--- src/rtl/prog_load_ctrl.sv ---
// prog_load_ctrl: program/data loader and core-release sequencer.
// It accepts a valid/ready word stream and writes it either into imem as
// packed fetch lines (mode 0) or into dmem as single words (mode 1). The core
// is held in reset while a session runs and is released after a programmable
// hold. A new session may be started again from RUN.
// Ports:
//   clk, reset                       clock (rising edge), async active-high reset
//   start, mode, base_addr, len      session request; mode/base/len latched on start
//   in_valid, in_ready, in_data      word stream (accepted when in_valid & in_ready)
//   imem_we, imem_addr, imem_wdata   imem line write port (lane 0 in the MSBs)
//   dmem_we, dmem_addr, dmem_wdata   dmem word write port (byte address)
//   loading                          memory ports owned by the loader
//   core_reset                       pipeline reset, active-high
//   done                             one-cycle pulse on entry to RUN
module prog_load_ctrl #(
  parameter int WORD_W         = 32,
  parameter int WORDS_PER_LINE = 4,
  parameter int LINE_ADDR_W    = 9,
  parameter int DADDR_W        = 32,
  parameter int LEN_W          = 16,
  parameter int HOLD_CYCLES    = 2,
  parameter logic [WORD_W-1:0] PAD_WORD = 32'h00000013
) (
  input  logic                             clk,
  input  logic                             reset,
  input  logic                             start,
  input  logic                             mode,
  input  logic [DADDR_W-1:0]               base_addr,
  input  logic [LEN_W-1:0]                 len,
  input  logic                             in_valid,
  output logic                             in_ready,
  input  logic [WORD_W-1:0]                in_data,
  output logic                             imem_we,
  output logic [LINE_ADDR_W-1:0]           imem_addr,
  output logic [WORD_W*WORDS_PER_LINE-1:0] imem_wdata,
  output logic                             dmem_we,
  output logic [DADDR_W-1:0]               dmem_addr,
  output logic [WORD_W-1:0]                dmem_wdata,
  output logic                             loading,
  output logic                             core_reset,
  output logic                             done
);

  localparam int LG     = $clog2(WORDS_PER_LINE);
  localparam int LINE_W = WORD_W * WORDS_PER_LINE;
  localparam int HOLD_W = (HOLD_CYCLES > 1) ? $clog2(HOLD_CYCLES) : 1;

  typedef enum logic [2:0] {S_IDLE, S_LOAD, S_FLUSH, S_HOLD, S_RUN} state_t;

  state_t                   state_q, state_d;
  logic                     mode_q, mode_d;
  logic [LEN_W-1:0]         rem_q, rem_d;
  logic [LG-1:0]            lane_q, lane_d;
  logic [LINE_W-1:0]        line_q, line_d;
  logic [LINE_ADDR_W-1:0]   laddr_q, laddr_d;
  logic [DADDR_W-1:0]       daddr_q, daddr_d;
  logic [HOLD_W-1:0]        hold_q, hold_d;
  logic                     imem_we_q, imem_we_d;
  logic [LINE_ADDR_W-1:0]   imem_addr_q, imem_addr_d;
  logic [LINE_W-1:0]        imem_wdata_q, imem_wdata_d;
  logic                     dmem_we_q, dmem_we_d;
  logic [DADDR_W-1:0]       dmem_addr_q, dmem_addr_d;
  logic [WORD_W-1:0]        dmem_wdata_q, dmem_wdata_d;
  logic                     done_q, done_d;

  always_comb begin
    state_d      = state_q;
    mode_d       = mode_q;
    rem_d        = rem_q;
    lane_d       = lane_q;
    line_d       = line_q;
    laddr_d      = laddr_q;
    daddr_d      = daddr_q;
    hold_d       = '0;
    imem_we_d    = 1'b0;
    imem_addr_d  = imem_addr_q;
    imem_wdata_d = imem_wdata_q;
    dmem_we_d    = 1'b0;
    dmem_addr_d  = dmem_addr_q;
    dmem_wdata_d = dmem_wdata_q;
    done_d       = 1'b0;

    case (state_q)
      S_IDLE, S_RUN: begin
        if (start) begin
          mode_d  = mode;
          rem_d   = len;
          lane_d  = '0;
          // Pre-filling with PAD means a partial line needs no lane masking.
          line_d  = {WORDS_PER_LINE{PAD_WORD}};
          laddr_d = base_addr[LINE_ADDR_W+LG+1 : LG+2];
          daddr_d = base_addr;
          state_d = (len != '0) ? S_LOAD : S_HOLD;
        end
      end
      S_LOAD: begin
        if (in_valid) begin
          rem_d = rem_q - LEN_W'(1);
          if (mode_q) begin
            dmem_we_d    = 1'b1;
            dmem_addr_d  = daddr_q;
            dmem_wdata_d = in_data;
            daddr_d      = daddr_q + DADDR_W'(4);
          end else begin
            for (int i = 0; i < WORDS_PER_LINE; i++) begin
              if (lane_q == LG'(i)) line_d[(WORDS_PER_LINE-1-i)*WORD_W +: WORD_W] = in_data;
            end
            lane_d = lane_q + LG'(1);
            if (lane_q == LG'(WORDS_PER_LINE-1)) begin
              imem_we_d    = 1'b1;
              imem_addr_d  = laddr_q;
              imem_wdata_d = line_d;
              laddr_d      = laddr_q + LINE_ADDR_W'(1);
              line_d       = {WORDS_PER_LINE{PAD_WORD}};
            end
          end
          if (rem_q == LEN_W'(1)) begin
            state_d = (!mode_q && lane_q != LG'(WORDS_PER_LINE-1)) ? S_FLUSH : S_HOLD;
          end
        end
      end
      S_FLUSH: begin
        imem_we_d    = 1'b1;
        imem_addr_d  = laddr_q;
        imem_wdata_d = line_q;
        state_d      = S_HOLD;
      end
      S_HOLD: begin
        if (hold_q == HOLD_W'(HOLD_CYCLES-1)) begin
          state_d = S_RUN;
          done_d  = 1'b1;
        end else begin
          hold_d = hold_q + HOLD_W'(1);
        end
      end
      default: state_d = S_IDLE;
    endcase
  end

  always_ff @(posedge clk or posedge reset) begin
    if (reset) begin
      state_q      <= S_IDLE;
      mode_q       <= 1'b0;
      rem_q        <= '0;
      lane_q       <= '0;
      line_q       <= '0;
      laddr_q      <= '0;
      daddr_q      <= '0;
      hold_q       <= '0;
      imem_we_q    <= 1'b0;
      imem_addr_q  <= '0;
      imem_wdata_q <= '0;
      dmem_we_q    <= 1'b0;
      dmem_addr_q  <= '0;
      dmem_wdata_q <= '0;
      done_q       <= 1'b0;
    end else begin
      state_q      <= state_d;
      mode_q       <= mode_d;
      rem_q        <= rem_d;
      lane_q       <= lane_d;
      line_q       <= line_d;
      laddr_q      <= laddr_d;
      daddr_q      <= daddr_d;
      hold_q       <= hold_d;
      imem_we_q    <= imem_we_d;
      imem_addr_q  <= imem_addr_d;
      imem_wdata_q <= imem_wdata_d;
      dmem_we_q    <= dmem_we_d;
      dmem_addr_q  <= dmem_addr_d;
      dmem_wdata_q <= dmem_wdata_d;
      done_q       <= done_d;
    end
  end

  assign in_ready   = (state_q == S_LOAD);
  assign loading    = (state_q == S_LOAD) || (state_q == S_FLUSH) || (state_q == S_HOLD);
  assign core_reset = (state_q != S_RUN);
  assign done       = done_q;
  assign imem_we    = imem_we_q;
  assign imem_addr  = imem_addr_q;
  assign imem_wdata = imem_wdata_q;
  assign dmem_we    = dmem_we_q;
  assign dmem_addr  = dmem_addr_q;
  assign dmem_wdata = dmem_wdata_q;

endmodule

--- config.mk ---
export PLATFORM = sky130hd
export DESIGN_NAME = prog_load_ctrl
export DESIGN_NICKNAME = d
export VERILOG_FILES = /design/src/rtl/prog_load_ctrl.sv
export SDC_FILE = /design/constraint.sdc
export NUM_CORES = 1
export LEC_CHECK = 0
export CAP_MARGIN = 20
export CORE_MARGIN = 2
export CORE_UTILIZATION = 40
export DETAILED_ROUTE_END_ITERATION = 6
export GPL_ROUTABILITY_DRIVEN = 0
export PLACE_DENSITY = 0.73
export SLEW_MARGIN = 30
export SYNTH_ARGS = -nofsm -noshare
export SYNTH_HDL_FRONTEND = slang
export SYNTH_SLANG_ARGS = --single-unit
--- constraint.sdc ---
create_clock -name clk -period 36.3 [get_ports clk]
set_clock_uncertainty 0.15 [all_clocks]
set_input_delay 5.445 -clock clk [delete_from_list [all_inputs] [get_ports clk]]
set_output_delay 5.445 -clock clk [all_outputs]
set_load 0.005 [all_outputs]
==> results.md <==
- Syn avg cell area: 11.1 sq um
- # H-tree levels: 2
- Flops & latches, synth: 396
- Drt drc: 0
- Top-count cell post-synth: dfrtp_1
- Worst-Skew Late Latency: 0.56 ns
- Worst Path Class, Setup: reg -> out
- Synthesized area: 0.0171 sq mm
- Area growth syn-to-layout: 27.6%
- Top cells by area, synth: dfrtp_1, mux2i_1, a21oi_1, mux2_2, a22o_1
- Fin. Hold Viols: 0
- Core ar.: 0.0421 sq mm
- Syn_nets: 1640
- Ys flop type: dfrtp_1
- Post-route ant nets: 0
- Worst vdd ir: 42.6 uV
- Via density: 5.60
- Delay-heaviest family, CP: buffers and inverters
- Placed cell area: 0.0204 sq mm
- Drt first pass iters: 6
- Tcrit/Tclk final: 21.4%
- Vias in the first global route: 12900
- Largest net degree at the start of global routing: 131
- Launching point of the worst reg2reg path: state_q[1]
- DR iter-0 viols: 1127
- Detail Placement HPWL: 30.3 mm
- Post-synth EDFFs: 0
- PwrDens: 86.4 mW/mm^2
- Critical-path maximum fanout: 13
- Clock Tree Buf Depth: 3
- Global-route wire length before repair: 73.8 mm
- Starting density of the core: 40.7%
- Reg2reg end: imem_wdata[80]
- Largest area contributor in the netlist: dfrtp_1
- Synth top area share: 57.8%
- Worst reg2reg setup slack: 33.09 ns
- TNS Setup: 0 ns
- Async SR Flop Fraction: 100%
- Cell area after layout: 0.0219 sq mm
- Clk slew on worst S/H paths: 0.06 ns
- Yosys cell types: 60
- Critical path launch point: state_q[1]
- Congestion Overflow GR: 0
- Crit path to: in_ready
- Critical path's slowest cell: dfrtp_1
- Slowest stage delay, CP: 0.53 ns
- Met2 Wirelength: 22.2 mm
- Critical path endpoint category: output port
- Slew @ Worst Pin: 1.01 ns
- I/O pin cnt: 292
- Synthesis Warnings: 0
- Clk root buf: clkbuf_16
- Buffers on Ports: 291
- Via count: 13100
- Worst R2R Path Depth: 7
- GR Util All Layers: 21.0%
- Met3 Routed Length: 3.89 mm
- Crit path cell chain: or3b_1 -> inv_2 -> clkdlybuf4s50_1
- Layout cells sized above 1: 10.5%
- Fin. max-slew vios: 0
- Setup Fix Bufs, Post-CTS: 0
- Post-Route WL: 47.1 mm
- Seq/Total Area, Yosys: 57.8%
- CTS sink count: 396
- Worst EP arrival: 2.18 ns
- Worst Hold Slack: 0.312 ns
- Worst Setup Start Kind: register
- Crit. path cell count: 3
- Die W: 211 um
- Max Cap Viol: 0
- CP required: 30.70 ns
- HP Class: reg -> reg
- Routed wire length per instance: 20.1 um
- RSZ-0062 raised after global routing: no
- Status: complete, no violations
- Post-Syn Instances: 1547
- Number of core rows: 75
- Slew margin rel.: 32.5%
- TritonCTS clock tree: yes
- Commonest cells post-synth: dfrtp_1, a21oi_1, nor2_1
- Die height: 211 um
- Final setup viols: 0
- Layout Nets: 1859
- Hold_buf cts: 0
- DR top layer: met5
- Metal-1 WL: 20.3 mm
- Cts bufs inserted: 43
- Fmax: 0.129 GHz
- Initial antenna violation count: 3
- Final Critical Period: 7.77 ns
- DIE AREA: 0.0445 sq mm
- CTS resizes: 0
- Static leakage: 9.81 nW
- Worst Path Buf+Inv: 2
-- layout by cell type (no fill, tap or decap), drive strengths merged, types with 3 or more instances in the layout --
master and instances:
dfrtp 396, clkdlybuf4s50 291, a21oi 200, nor2 174, mux2i 129, a22o 87, mux2 71, nand2 65
clkbuf 64, o21ai 39, and2 33, nand3 25, nand4 20, buf 20, o22a 17, o22ai 16
and3 14, inv 14, nor3 11, nor4 11, clkinv 10, nand2b 8, ha 8, o21a 7
a31oi 7, a2bb2oi 7, o32ai 4, or3 4, a21o 4, or4 4, nand4b 3, nor3b 3
a31o 3, a311oi 3
-- power by group --
| part | internal, mW | total (mW) | switching (mW) |
|---|---|---|---|
| clock | 0.251 | 0.431 | 0.179 |
| sequential | 0.626 | 0.763 | 0.137 |
| combinational | 0.389 | 0.694 | 0.305 |
| total | 1.27 | 1.89 | 0.622 |
-- layout make-up --
| type | instances | area, sq um |
|---|---|---|
| Fill cell | 3646 | 20300 |
| Sequential cell | 396 | 9910 |
| Multi-Input combinational cell | 1001 | 6710 |
| Timing Repair Buffer | 311 | 3090 |
| Clock buffer | 64 | 1320 |
| Tap cell | 539 | 674 |
| Clock inverter | 13 | 92.6 |
| Inverter | 13 | 61.3 |
| Antenna cell | 1 | 2.50 |
-- worst reg2reg max path, delay by kind of cell, from the launching register on --
kind | cells | cell delay [ns]
compound gates | 2 | 0.37
buf+inv | 2 | 1.34
flops | 1 | 0.53
simple gates | 3 | 0.74
-- flip-flops by register name, summed over array words and instances, names as in the netlist --
signal	count
lane_q	2
dmem_wdata	32
dmem_addr	32
hold_q	1
dmem_we	1
mode_q	1
daddr_q	32
imem_addr	9
done	1
imem_we	1
rem_q	16
line_q	128
laddr_q	9
imem_wdata	128
state_q	3
-- metal layers --
metal	GRT usage, %	vias to the layer above
met2	33.3	517
met5	0	-
li1	-	5972
met3	5.32	63
met4	5.63	4
met1	28.8	6531
-- worst min path at each step --
stage | start | end | slack [ns] | cells past startpoint
final | hold_q | hold_q | 0.31 | 1
after global routing | line_q[0] | line_q[0] | 0.33 | 1
after floorplan | hold_q | hold_q | 0.26 | 1
after detailed placement | hold_q | hold_q | 0.30 | 1
after CTS | hold_q | hold_q | 0.32 | 1
after global placement | hold_q | hold_q | 0.28 | 1
-- stage by stage --
| step | utilization [%] | setup WS, ns | instances | power [mW] |
|---|---|---|---|---|
| finish | 51.9 | 28.53 | 2338 | 1.89 |
| global route | 51.9 | 28.18 | 2337 | 2.00 |
| CTS | 51.7 | 28.22 | 2336 | 1.90 |
| detailed placement | 48.4 | 27.59 | 2259 | 1.46 |
| global placement | 48.4 | 27.65 | 2259 | 1.44 |
| floorplan | - | 19.69 | 1547 | 1.10 |
-- logic make-up (layout without fill, tap and decap cells) --
logic type,count (synthesis),in the layout,synth area share (%)
buffers and inverters,150,401,3.48
flip-flops,396,396,57.8
adder cells (fa/ha/maj),8,8,0.584
AO/OA/AOI/OAI,409,409,15.3
other,0,1,0
AND/OR/NAND/NOR,384,384,10.6
multiplexers,200,200,12.2
No activity file was read; power rests on OpenSTA's default activity.
